$ cat src/rtl/eth_frame_pkg.sv
// Shared types and constants for the Ethernet II frame builder.
// ETH_FRAME_PAD_EN adds the PAD state used for minimum-length padding.
package eth_frame_pkg;

  typedef enum logic [2:0] {
    ST_IDLE = 3'd0,
    ST_HDR  = 3'd1,
    ST_DATA = 3'd2,
`ifdef ETH_FRAME_PAD_EN
    ST_TAIL = 3'd3,
    ST_PAD  = 3'd4
`else
    ST_TAIL = 3'd3
`endif
  } state_e;

  localparam int          ETH_HDR_BYTES         = 14;
  localparam int          ETH_MIN_FRAME_BYTES   = 60;
  localparam int          ETH_MIN_FRAME_WORDS   = 15;
  localparam logic [15:0] ETH_DEFAULT_ETHERTYPE = 16'h8915;
  localparam logic [47:0] ETH_DEFAULT_SRC_MAC   = 48'h000A35010203;

  // Header word idx (0..2) out of {dst, src}, both MSB-first on the wire.
  function automatic logic [31:0] hdr_word(input logic [1:0] idx, input logic [47:0] dst,
                                           input logic [47:0] src);
    logic [95:0] hdr;
    logic [31:0] w;
    int          base;
    hdr  = {dst, src};
    w    = 32'h0;
    base = (idx > 2'd2) ? 8 : 4 * int'(idx);
    for (int b = 0; b < 4; b++) begin
      w[8*b +: 8] = hdr[95 - 8*(base + b) -: 8];
    end
    return w;
  endfunction

  function automatic logic [31:0] keep_mask(input logic [31:0] d, input logic [3:0] k);
    logic [31:0] m;
    for (int b = 0; b < 4; b++) begin
      m[8*b +: 8] = d[8*b +: 8] & {8{k[b]}};
    end
    return m;
  endfunction

endpackage

$ cat src/rtl/eth_frame_builder_if.sv
// 32-bit AXI-Stream bundle used for both payload input and frame output.
interface eth_frame_builder_if;
  logic [31:0] tdata;
  logic [3:0]  tkeep;
  logic        tvalid;
  logic        tlast;
  logic        tready;

  modport master (output tdata, tkeep, tvalid, tlast, input tready);
  modport slave  (input tdata, tkeep, tvalid, tlast, output tready);
endinterface

$ cat src/rtl/eth_tx_byte_shift.sv
// Two-byte realignment of payload behind the EtherType: carry register plus
// the merge/keep/last logic for the DATA and TAIL beats.
module eth_tx_byte_shift
  import eth_frame_pkg::*;
#(
  parameter logic [15:0] ETHERTYPE = ETH_DEFAULT_ETHERTYPE
) (
  input  logic        aclk,
  input  logic        aresetn,
  input  logic        load_i,
  input  logic        beat_i,
  input  logic        tail_i,
  input  logic [31:0] in_data_i,
  input  logic [3:0]  in_keep_i,
  input  logic        in_last_i,
  output logic [31:0] data_o,
  output logic [3:0]  keep_o,
  output logic        last_o,
  output logic        need_tail_o
);

  logic [15:0] carry_q, carry_d;
  logic        wide_q, wide_d;
  logic [31:0] raw_s;

  // Carry and tail-width registers
  always_ff @(posedge aclk) begin
    if (!aresetn) begin
      carry_q <= 16'h0;
      wide_q  <= 1'b0;
    end else begin
      carry_q <= carry_d;
      wide_q  <= wide_d;
    end
  end

  // Carry holds the upper half of the previous beat (EtherType after the header)
  always_comb begin
    carry_d = carry_q;
    wide_d  = wide_q;
    if (load_i) begin
      carry_d = {ETHERTYPE[7:0], ETHERTYPE[15:8]};
    end else if (beat_i) begin
      carry_d = in_data_i[31:16];
      wide_d  = in_last_i ? in_keep_i[3] : wide_q;
    end else begin
      carry_d = carry_q;
    end
  end

  // Merged beat; bytes beyond keep are forced to zero
  always_comb begin
    keep_o      = 4'hF;
    last_o      = 1'b0;
    need_tail_o = 1'b0;
    raw_s       = {in_data_i[15:0], carry_q};
    if (tail_i) begin
      raw_s  = {16'h0, carry_q};
      keep_o = wide_q ? 4'h3 : 4'h1;
      last_o = 1'b1;
    end else if (in_last_i) begin
      case (in_keep_i)
        4'h1:    begin keep_o = 4'h7; last_o = 1'b1; end
        4'h3:    begin keep_o = 4'hF; last_o = 1'b1; end
        default: begin keep_o = 4'hF; need_tail_o = 1'b1; end
      endcase
    end else begin
      keep_o = 4'hF;
    end
    data_o = keep_mask(raw_s, keep_o);
  end

endmodule

$ cat src/rtl/eth_frame_builder.sv
// Prepends the 14-byte Ethernet II header to each payload frame.
// Define ETH_FRAME_PAD_EN to zero-pad short frames to 60 bytes.
module eth_frame_builder
  import eth_frame_pkg::*;
#(
  parameter logic [47:0] SRC_MAC   = ETH_DEFAULT_SRC_MAC,
  parameter logic [15:0] ETHERTYPE = ETH_DEFAULT_ETHERTYPE
) (
  input  logic                       aclk,
  input  logic                       aresetn,
  input  logic [47:0]                s_hdr_dst_mac,
  input  logic                       s_hdr_valid,
  output logic                       s_hdr_ready,
  eth_frame_builder_if.slave         s_axis,
  eth_frame_builder_if.master        m_axis
);

  localparam logic [15:0] PAD_LAST_WORD = 16'(ETH_MIN_FRAME_WORDS - 1);

  state_e      state_q, state_d;
  logic [1:0]  hdr_cnt_q, hdr_cnt_d;
  logic [47:0] dst_q, dst_d;
  logic [15:0] word_cnt_q, word_cnt_d;

  logic        load_s, beat_s, tail_s;
  logic [31:0] sh_data_s, frm_data_s, m_data_s;
  logic [3:0]  sh_keep_s, frm_keep_s, m_keep_s;
  logic        sh_last_s, frm_last_s, m_last_s, need_tail_s;
  logic        pad_go_s, m_valid_s, s_ready_s;

  assign tail_s = (state_q == ST_TAIL);

  eth_tx_byte_shift #(.ETHERTYPE(ETHERTYPE)) u_shift (
    .aclk        (aclk),
    .aresetn     (aresetn),
    .load_i      (load_s),
    .beat_i      (beat_s),
    .tail_i      (tail_s),
    .in_data_i   (s_axis.tdata),
    .in_keep_i   (s_axis.tkeep),
    .in_last_i   (s_axis.tlast),
    .data_o      (sh_data_s),
    .keep_o      (sh_keep_s),
    .last_o      (sh_last_s),
    .need_tail_o (need_tail_s)
  );

  // State and frame bookkeeping registers
  always_ff @(posedge aclk) begin
    if (!aresetn) begin
      state_q    <= ST_IDLE;
      hdr_cnt_q  <= 2'd0;
      dst_q      <= 48'h0;
      word_cnt_q <= 16'h0;
    end else begin
      state_q    <= state_d;
      hdr_cnt_q  <= hdr_cnt_d;
      dst_q      <= dst_d;
      word_cnt_q <= word_cnt_d;
    end
  end

  // A natural end before word 14 becomes a full beat and hands over to PAD
  always_comb begin
    frm_data_s = sh_data_s;
    frm_keep_s = sh_keep_s;
    frm_last_s = sh_last_s;
    pad_go_s   = 1'b0;
`ifdef ETH_FRAME_PAD_EN
    if (sh_last_s && (word_cnt_q < PAD_LAST_WORD)) begin
      frm_keep_s = 4'hF;
      frm_last_s = 1'b0;
      pad_go_s   = 1'b1;
    end else if (sh_last_s && (word_cnt_q == PAD_LAST_WORD)) begin
      frm_keep_s = 4'hF;
    end else begin
      frm_keep_s = sh_keep_s;
    end
`endif
  end

  // Next-state and output decode
  always_comb begin
    state_d     = state_q;
    hdr_cnt_d   = hdr_cnt_q;
    dst_d       = dst_q;
    word_cnt_d  = word_cnt_q;
    s_hdr_ready = 1'b0;
    s_ready_s   = 1'b0;
    m_valid_s   = 1'b0;
    m_data_s    = 32'h0;
    m_keep_s    = 4'h0;
    m_last_s    = 1'b0;
    load_s      = 1'b0;
    beat_s      = 1'b0;
    case (state_q)
      ST_IDLE: begin
        s_hdr_ready = 1'b1;
        word_cnt_d  = 16'h0;
        if (s_hdr_valid) begin
          dst_d     = s_hdr_dst_mac;
          hdr_cnt_d = 2'd0;
          state_d   = ST_HDR;
        end else begin
          state_d = ST_IDLE;
        end
      end
      ST_HDR: begin
        m_valid_s = 1'b1;
        m_keep_s  = 4'hF;
        m_data_s  = hdr_word(hdr_cnt_q, dst_q, SRC_MAC);
        if (m_axis.tready) begin
          word_cnt_d = word_cnt_q + 16'd1;
          hdr_cnt_d  = hdr_cnt_q + 2'd1;
          if (hdr_cnt_q == 2'd2) begin
            load_s  = 1'b1;
            state_d = ST_DATA;
          end else begin
            state_d = ST_HDR;
          end
        end else begin
          state_d = ST_HDR;
        end
      end
      ST_DATA: begin
        m_valid_s = s_axis.tvalid;
        s_ready_s = m_axis.tready;
        m_data_s  = frm_data_s;
        m_keep_s  = frm_keep_s;
        m_last_s  = frm_last_s;
        if (s_axis.tvalid && m_axis.tready) begin
          beat_s     = 1'b1;
          word_cnt_d = word_cnt_q + 16'd1;
          if (!s_axis.tlast) begin
            state_d = ST_DATA;
          end else if (need_tail_s) begin
            state_d = ST_TAIL;
          end else begin
`ifdef ETH_FRAME_PAD_EN
            state_d = pad_go_s ? ST_PAD : ST_IDLE;
`else
            state_d = ST_IDLE;
`endif
          end
        end else begin
          state_d = ST_DATA;
        end
      end
      ST_TAIL: begin
        m_valid_s = 1'b1;
        m_data_s  = frm_data_s;
        m_keep_s  = frm_keep_s;
        m_last_s  = frm_last_s;
        if (m_axis.tready) begin
          word_cnt_d = word_cnt_q + 16'd1;
`ifdef ETH_FRAME_PAD_EN
          state_d = pad_go_s ? ST_PAD : ST_IDLE;
`else
          state_d = ST_IDLE;
`endif
        end else begin
          state_d = ST_TAIL;
        end
      end
`ifdef ETH_FRAME_PAD_EN
      ST_PAD: begin
        m_valid_s = 1'b1;
        m_keep_s  = 4'hF;
        m_last_s  = (word_cnt_q == PAD_LAST_WORD);
        if (m_axis.tready) begin
          word_cnt_d = word_cnt_q + 16'd1;
          state_d    = (word_cnt_q == PAD_LAST_WORD) ? ST_IDLE : ST_PAD;
        end else begin
          state_d = ST_PAD;
        end
      end
`endif
      default: begin
        state_d = ST_IDLE;
      end
    endcase
  end

  assign s_axis.tready = s_ready_s;
  assign m_axis.tvalid = m_valid_s;
  assign m_axis.tdata  = m_data_s;
  assign m_axis.tkeep  = m_keep_s;
  assign m_axis.tlast  = m_last_s;

endmodule

$ cat src/flat_wrapper.sv
// flat-port wrapper written by rule: the top's interface ports become plain ports
module eth_frame_builder_flat import eth_frame_pkg::*;
#(
  parameter logic [47:0] SRC_MAC   = ETH_DEFAULT_SRC_MAC,
  parameter logic [15:0] ETHERTYPE = ETH_DEFAULT_ETHERTYPE
)
  (aclk, aresetn, s_hdr_dst_mac, s_hdr_valid, s_hdr_ready, s_axis_tdata, s_axis_tkeep, s_axis_tvalid, s_axis_tlast, s_axis_tready, m_axis_tdata, m_axis_tkeep, m_axis_tvalid, m_axis_tlast, m_axis_tready);
  eth_frame_builder_if s_axis_i ();
  eth_frame_builder_if m_axis_i ();
  input  logic aclk;
  input  logic aresetn;
  input  logic [47:0] s_hdr_dst_mac;
  input  logic s_hdr_valid;
  output logic s_hdr_ready;
  input wire logic [$bits(s_axis_i.tdata)-1:0] s_axis_tdata;
  input wire logic [$bits(s_axis_i.tkeep)-1:0] s_axis_tkeep;
  input wire logic [$bits(s_axis_i.tvalid)-1:0] s_axis_tvalid;
  input wire logic [$bits(s_axis_i.tlast)-1:0] s_axis_tlast;
  output wire logic [$bits(s_axis_i.tready)-1:0] s_axis_tready;
  output wire logic [$bits(m_axis_i.tdata)-1:0] m_axis_tdata;
  output wire logic [$bits(m_axis_i.tkeep)-1:0] m_axis_tkeep;
  output wire logic [$bits(m_axis_i.tvalid)-1:0] m_axis_tvalid;
  output wire logic [$bits(m_axis_i.tlast)-1:0] m_axis_tlast;
  input wire logic [$bits(m_axis_i.tready)-1:0] m_axis_tready;
  assign s_axis_i.tdata = s_axis_tdata;
  assign s_axis_i.tkeep = s_axis_tkeep;
  assign s_axis_i.tvalid = s_axis_tvalid;
  assign s_axis_i.tlast = s_axis_tlast;
  assign s_axis_tready = s_axis_i.tready;
  assign m_axis_tdata = m_axis_i.tdata;
  assign m_axis_tkeep = m_axis_i.tkeep;
  assign m_axis_tvalid = m_axis_i.tvalid;
  assign m_axis_tlast = m_axis_i.tlast;
  assign m_axis_i.tready = m_axis_tready;
  eth_frame_builder #(.SRC_MAC(SRC_MAC), .ETHERTYPE(ETHERTYPE)) u_core (.aclk(aclk), .aresetn(aresetn), .s_hdr_dst_mac(s_hdr_dst_mac), .s_hdr_valid(s_hdr_valid), .s_hdr_ready(s_hdr_ready), .s_axis(s_axis_i), .m_axis(m_axis_i));
endmodule
$ cat config.mk
export PLATFORM = sky130hd
export DESIGN_NAME = eth_frame_builder_flat
export DESIGN_NICKNAME = d
export VERILOG_FILES = /design/src/rtl/eth_frame_pkg.sv /design/src/rtl/eth_frame_builder_if.sv /design/src/rtl/eth_tx_byte_shift.sv /design/src/rtl/eth_frame_builder.sv /design/src/flat_wrapper.sv
export SDC_FILE = /design/constraint.sdc
export NUM_CORES = 1
export LEC_CHECK = 0
export ABC_CLOCK_PERIOD_IN_PS = 4300
export BUFFER_PORTS_ARGS = -buffer_cell sky130_fd_sc_hd__buf_2
export CORE_MARGIN = 8
export CORE_UTILIZATION = 45
export CTS_CLUSTER_DIAMETER = 200
export DETAILED_ROUTE_END_ITERATION = 8
export PLACE_DENSITY_LB_ADDON = 0.05
export SLEW_MARGIN = 10
export SYNTH_ARGS = -nofsm -noshare
export SYNTH_HDL_FRONTEND = slang
export SYNTH_SLANG_ARGS = --single-unit
$ cat constraint.sdc
create_clock -name aclk -period 4.3 [get_ports aclk]
set_input_delay 0.215 -clock aclk [delete_from_list [all_inputs] [get_ports aclk]]
set_output_delay 0.215 -clock aclk [all_outputs]
set_load 0.1 [all_outputs]
==> flow_metrics.tcl <==
set metrics [dict create \
    startpoint_type "flip-flop" \
    route.detailed.drc 0 \
    min_delay_worst_endpoint "u_core.dst_q[15]" \
    firstDrtPassIters 4 \
    timing.final.hold_violations 0 \
    synth.avg_cell_area_sq_um 7.78 \
    pwr-share-comb 0.184 \
    skew_ns 0.0126 \
    worst_ep_arrival_time_ns 3.16 \
    die-width_um 105 \
    postRouteWirelength_um 10900 \
    fin_worst_hold_slack_ns 0.109 \
    antenna_violation_net_count_after_detailed_routing 0 \
    largest_net_degree_at_the_start_of_global_routing 50 \
    vdd_ir_drop_max_uv 164 \
    synth-edff-count 0 \
    cts_max_level 3 \
    global_route_wire_length_before_repair_um 18000 \
    worstMarginPinSlew_ns 1.10 \
    report.final.slew_viol_count 0 \
    floorplan.rows 32 \
    min_period_over_period 0.784 \
    area_delta_synth_final_pct 20.1 \
    synthesis.nets 555 \
    rsz0062_at_grt "false" \
    grt_total_ovfl 0 \
    antennaDiodeCount 0 \
    total_cts_buffers 9 \
    internal-power_w 0.00102 \
    synthesis.area_sq_mm 0.00355 \
    synth.yosys.seq_area_share 0.389 \
    yosysMostFrequentCell "nand2_1" \
    design.final.nets 661 \
    netlist.area_leader.share 0.389 \
    crit_family "buffers and inverters" \
    path_buf_inv 3 \
    yosys_most_used_dff "dfxtp_1" \
    postCtsResizedCells 0 \
    avgRoutedWirePerCell_um 16.2 \
    hpwlAfterDp_um 7730 \
    drtIter0Drc 202 \
    run_status "finished, final reports clean" \
    sequentialPowerShare 0.468 \
    static_leakage_nw 1.83 \
    ys_seq_elements 69 \
    power.net_switching_w 0.000456 \
    num_io_pins 130 \
    worst_ep_required_time_ns 4.09 \
    floorplan.initialDensity 0.462 \
    cts_post_setup_buffers_inserted 0 \
    reg2reg_setup_slack_ns 1.46 \
    fill_cells 772 \
    syn_inst 457 \
    post_route_worst_setup_slack_ns 0.929 \
    setup.worst_path.end_class "primary output" \
    synth_warnings 0 \
    rr_startpoint "u_core.state_q[1]" \
    drive_gt1_frac 0.279 \
    via_per_inst 5.21 \
    initial_antenna_violation_count 0 \
    criticalPathCategory "flip-flop to primary output" \
    timing.final.setup_violations 0 \
    portBuffers 129 \
    minimum_period_implied_by_the_final_worst_setup_slack_ns 3.37 \
    timing.critical_path.fanout_max 27 \
    clock-root-buffer "clkbuf_8" \
    cts-root-to-sink-buffers 2 \
    die_area_sq_mm 0.0110 \
    clock_group_share_of_total_power 0.348 \
    cts.reportedPaths.clkPinSlew_ns 0.08 \
    reg2reg_depth 5 \
    synthDistinctLibCells 51 \
    dp_slack_ns 1.26 \
    dieHeight_um 105 \
    critical-path-slowest-cell "ha_1" \
    async_flop_share 0 \
    vias 3487 \
    net_switching_share_of_the_total_power 0.310 \
    cpPeakStageDelay_ns 0.57 \
    min_path_type "input pin to flip-flop" \
    clock_sink_count 69 \
    cts_tree "yes" \
    critical_path.reg2reg.endpoint "u_core.dst_q[22]" \
    cellPowerDensity_mw_per_mm2 345 \
    grt_util_all_layers 0.196 \
    relSlewSlack 0.266 \
    gp_routability_congestion 0.834 \
    worstPathCellList "inv_1 -> ha_1 -> inv_2 -> nand3_1 -> o31ai_2 -> buf_2" \
    maxCapViolations 0 \
    core-area_sq_mm 0.00769 \
    yosys-top-cells-count "nand2_1 (142), dfxtp_1 (69), a21oi_1 (60)" \
    number_of_cells_on_the_worst_hold_path 3 \
    fmax_ghz 0.297 \
    ys_top_cells_by_area "dfxtp_1 (39%), nand2_1 (15%), a21oi_1 (8.5%), buf_6 (3.8%), ha_1 (2.8%)" \
    worstSkewPairLatency_ns 0.34 \
    via_count_of_the_first_global_routing_pass 3758 \
    netlist.top_cell.by_area "dfxtp_1" \
    hp-start "s_hdr_dst_mac[15]" \
    postCtsHoldBufs 0 \
    p_total_w 0.00147 \
]
## how the worst max path moves through the flow
stage | depth (start not counted) | endpoint | start
after floorplan | 6 | m_axis_tdata[1] | u_core.state_q[1]
after global placement | 6 | m_axis_tdata[0] | u_core.state_q[1]
after detailed placement | 6 | m_axis_tdata[0] | u_core.state_q[1]
after CTS | 6 | m_axis_tdata[0] | u_core.state_q[1]
after global routing | 5 | m_axis_tdata[0] | u_core.state_q[1]
final | 6 | m_axis_tdata[0] | u_core.state_q[1]
## routing by layer
| layer | track usage | part of all wire |
|---|---|---|
| met1 | 0.252 | 0.48 |
| met2 | 0.313 | 0.44 |
| met3 | 0.0504 | 0.066 |
| met4 | 0.0642 | 0.011 |
| met5 | 0 | 0 |
## cell families (layout without fill, tap and decap cells)
group / Yosys count / in the layout / synth area share
AND/OR/NAND/NOR: 186 / 186 / 0.226
AO/OA/AOI/OAI: 138 / 138 / 0.258
flip-flops: 69 / 69 / 0.389
buffers and inverters: 54 / 164 / 0.0930
adder cells (fa/ha/maj): 8 / 8 / 0.0282
multiplexers: 2 / 2 / 0.00563
## state kept, by name, summed over array words and instances (netlist names)
signal	count
u_core.dst_q	48
u_core.u_shift.carry_q	16
u_core.hdr_cnt_q	2
u_core.state_q	2
u_core.u_shift.wide_q	1
## cell usage in the layout, fill, tap and decap left out, types with 4 or more instances in the layout
cell type / instances
nand2_1: 142
clkbuf_8: 9
o21ai_0: 11
a22oi_1: 11
buf_2: 129
o2bb2ai_1: 10
inv_1: 18
nand2b_1: 4
nor2_1: 9
a31oi_1: 6
nor2b_1: 4
nand3_1: 11
a32oi_1: 7
a21o_1: 5
ha_1: 8
a32o_1: 4
o32ai_1: 5
dfxtp_1: 69
a21boi_0: 7
a21oi_1: 60
## through the flow
stage / util / cell area [sq um] / cells / TNS [ns]
6_report: 0.555 / 4270 / 669 / 0
5_1_grt: 0.555 / 4270 / 669 / 0
4_1_cts: 0.555 / 4270 / 669 / 0
3_5_place_dp: 0.531 / 4080 / 654 / 0
3_3_place_gp: 0.531 / 4080 / 654 / 0
2_1_floorplan: - / 3560 / 457 / -0.119
## worst reg2reg max path: stages, from the launching register on
cell     delay [ns]
dfxtp_1        0.36
inv_1          0.15
ha_1           0.91
nand2_2        0.89
nand2_1        0.30
a21oi_1        0.10
## area by class of cell
class	count	area (sq um)	area share
clock buffers	9	124	0.0290
clock inverters	6	63.8	0.0150
repair buffers	130	653	0.153
flip-flops and latches	69	1380	0.324
well taps	102	128	0.0299
inverters	19	71.3	0.0167
multi-input cells	334	1850	0.433
## power groups by stage
stage          sequential, W  combinational, W  clock (W)
2_1_floorplan       0.000698          0.000208          0
3_3_place_gp        0.000702          0.000269          0
3_5_place_dp        0.000703          0.000272          0
4_1_cts             0.000689          0.000273   0.000521
5_1_grt             0.000693          0.000298   0.000554
6_report            0.000689          0.000271   0.000512
(Power assumes the default switching activity.)
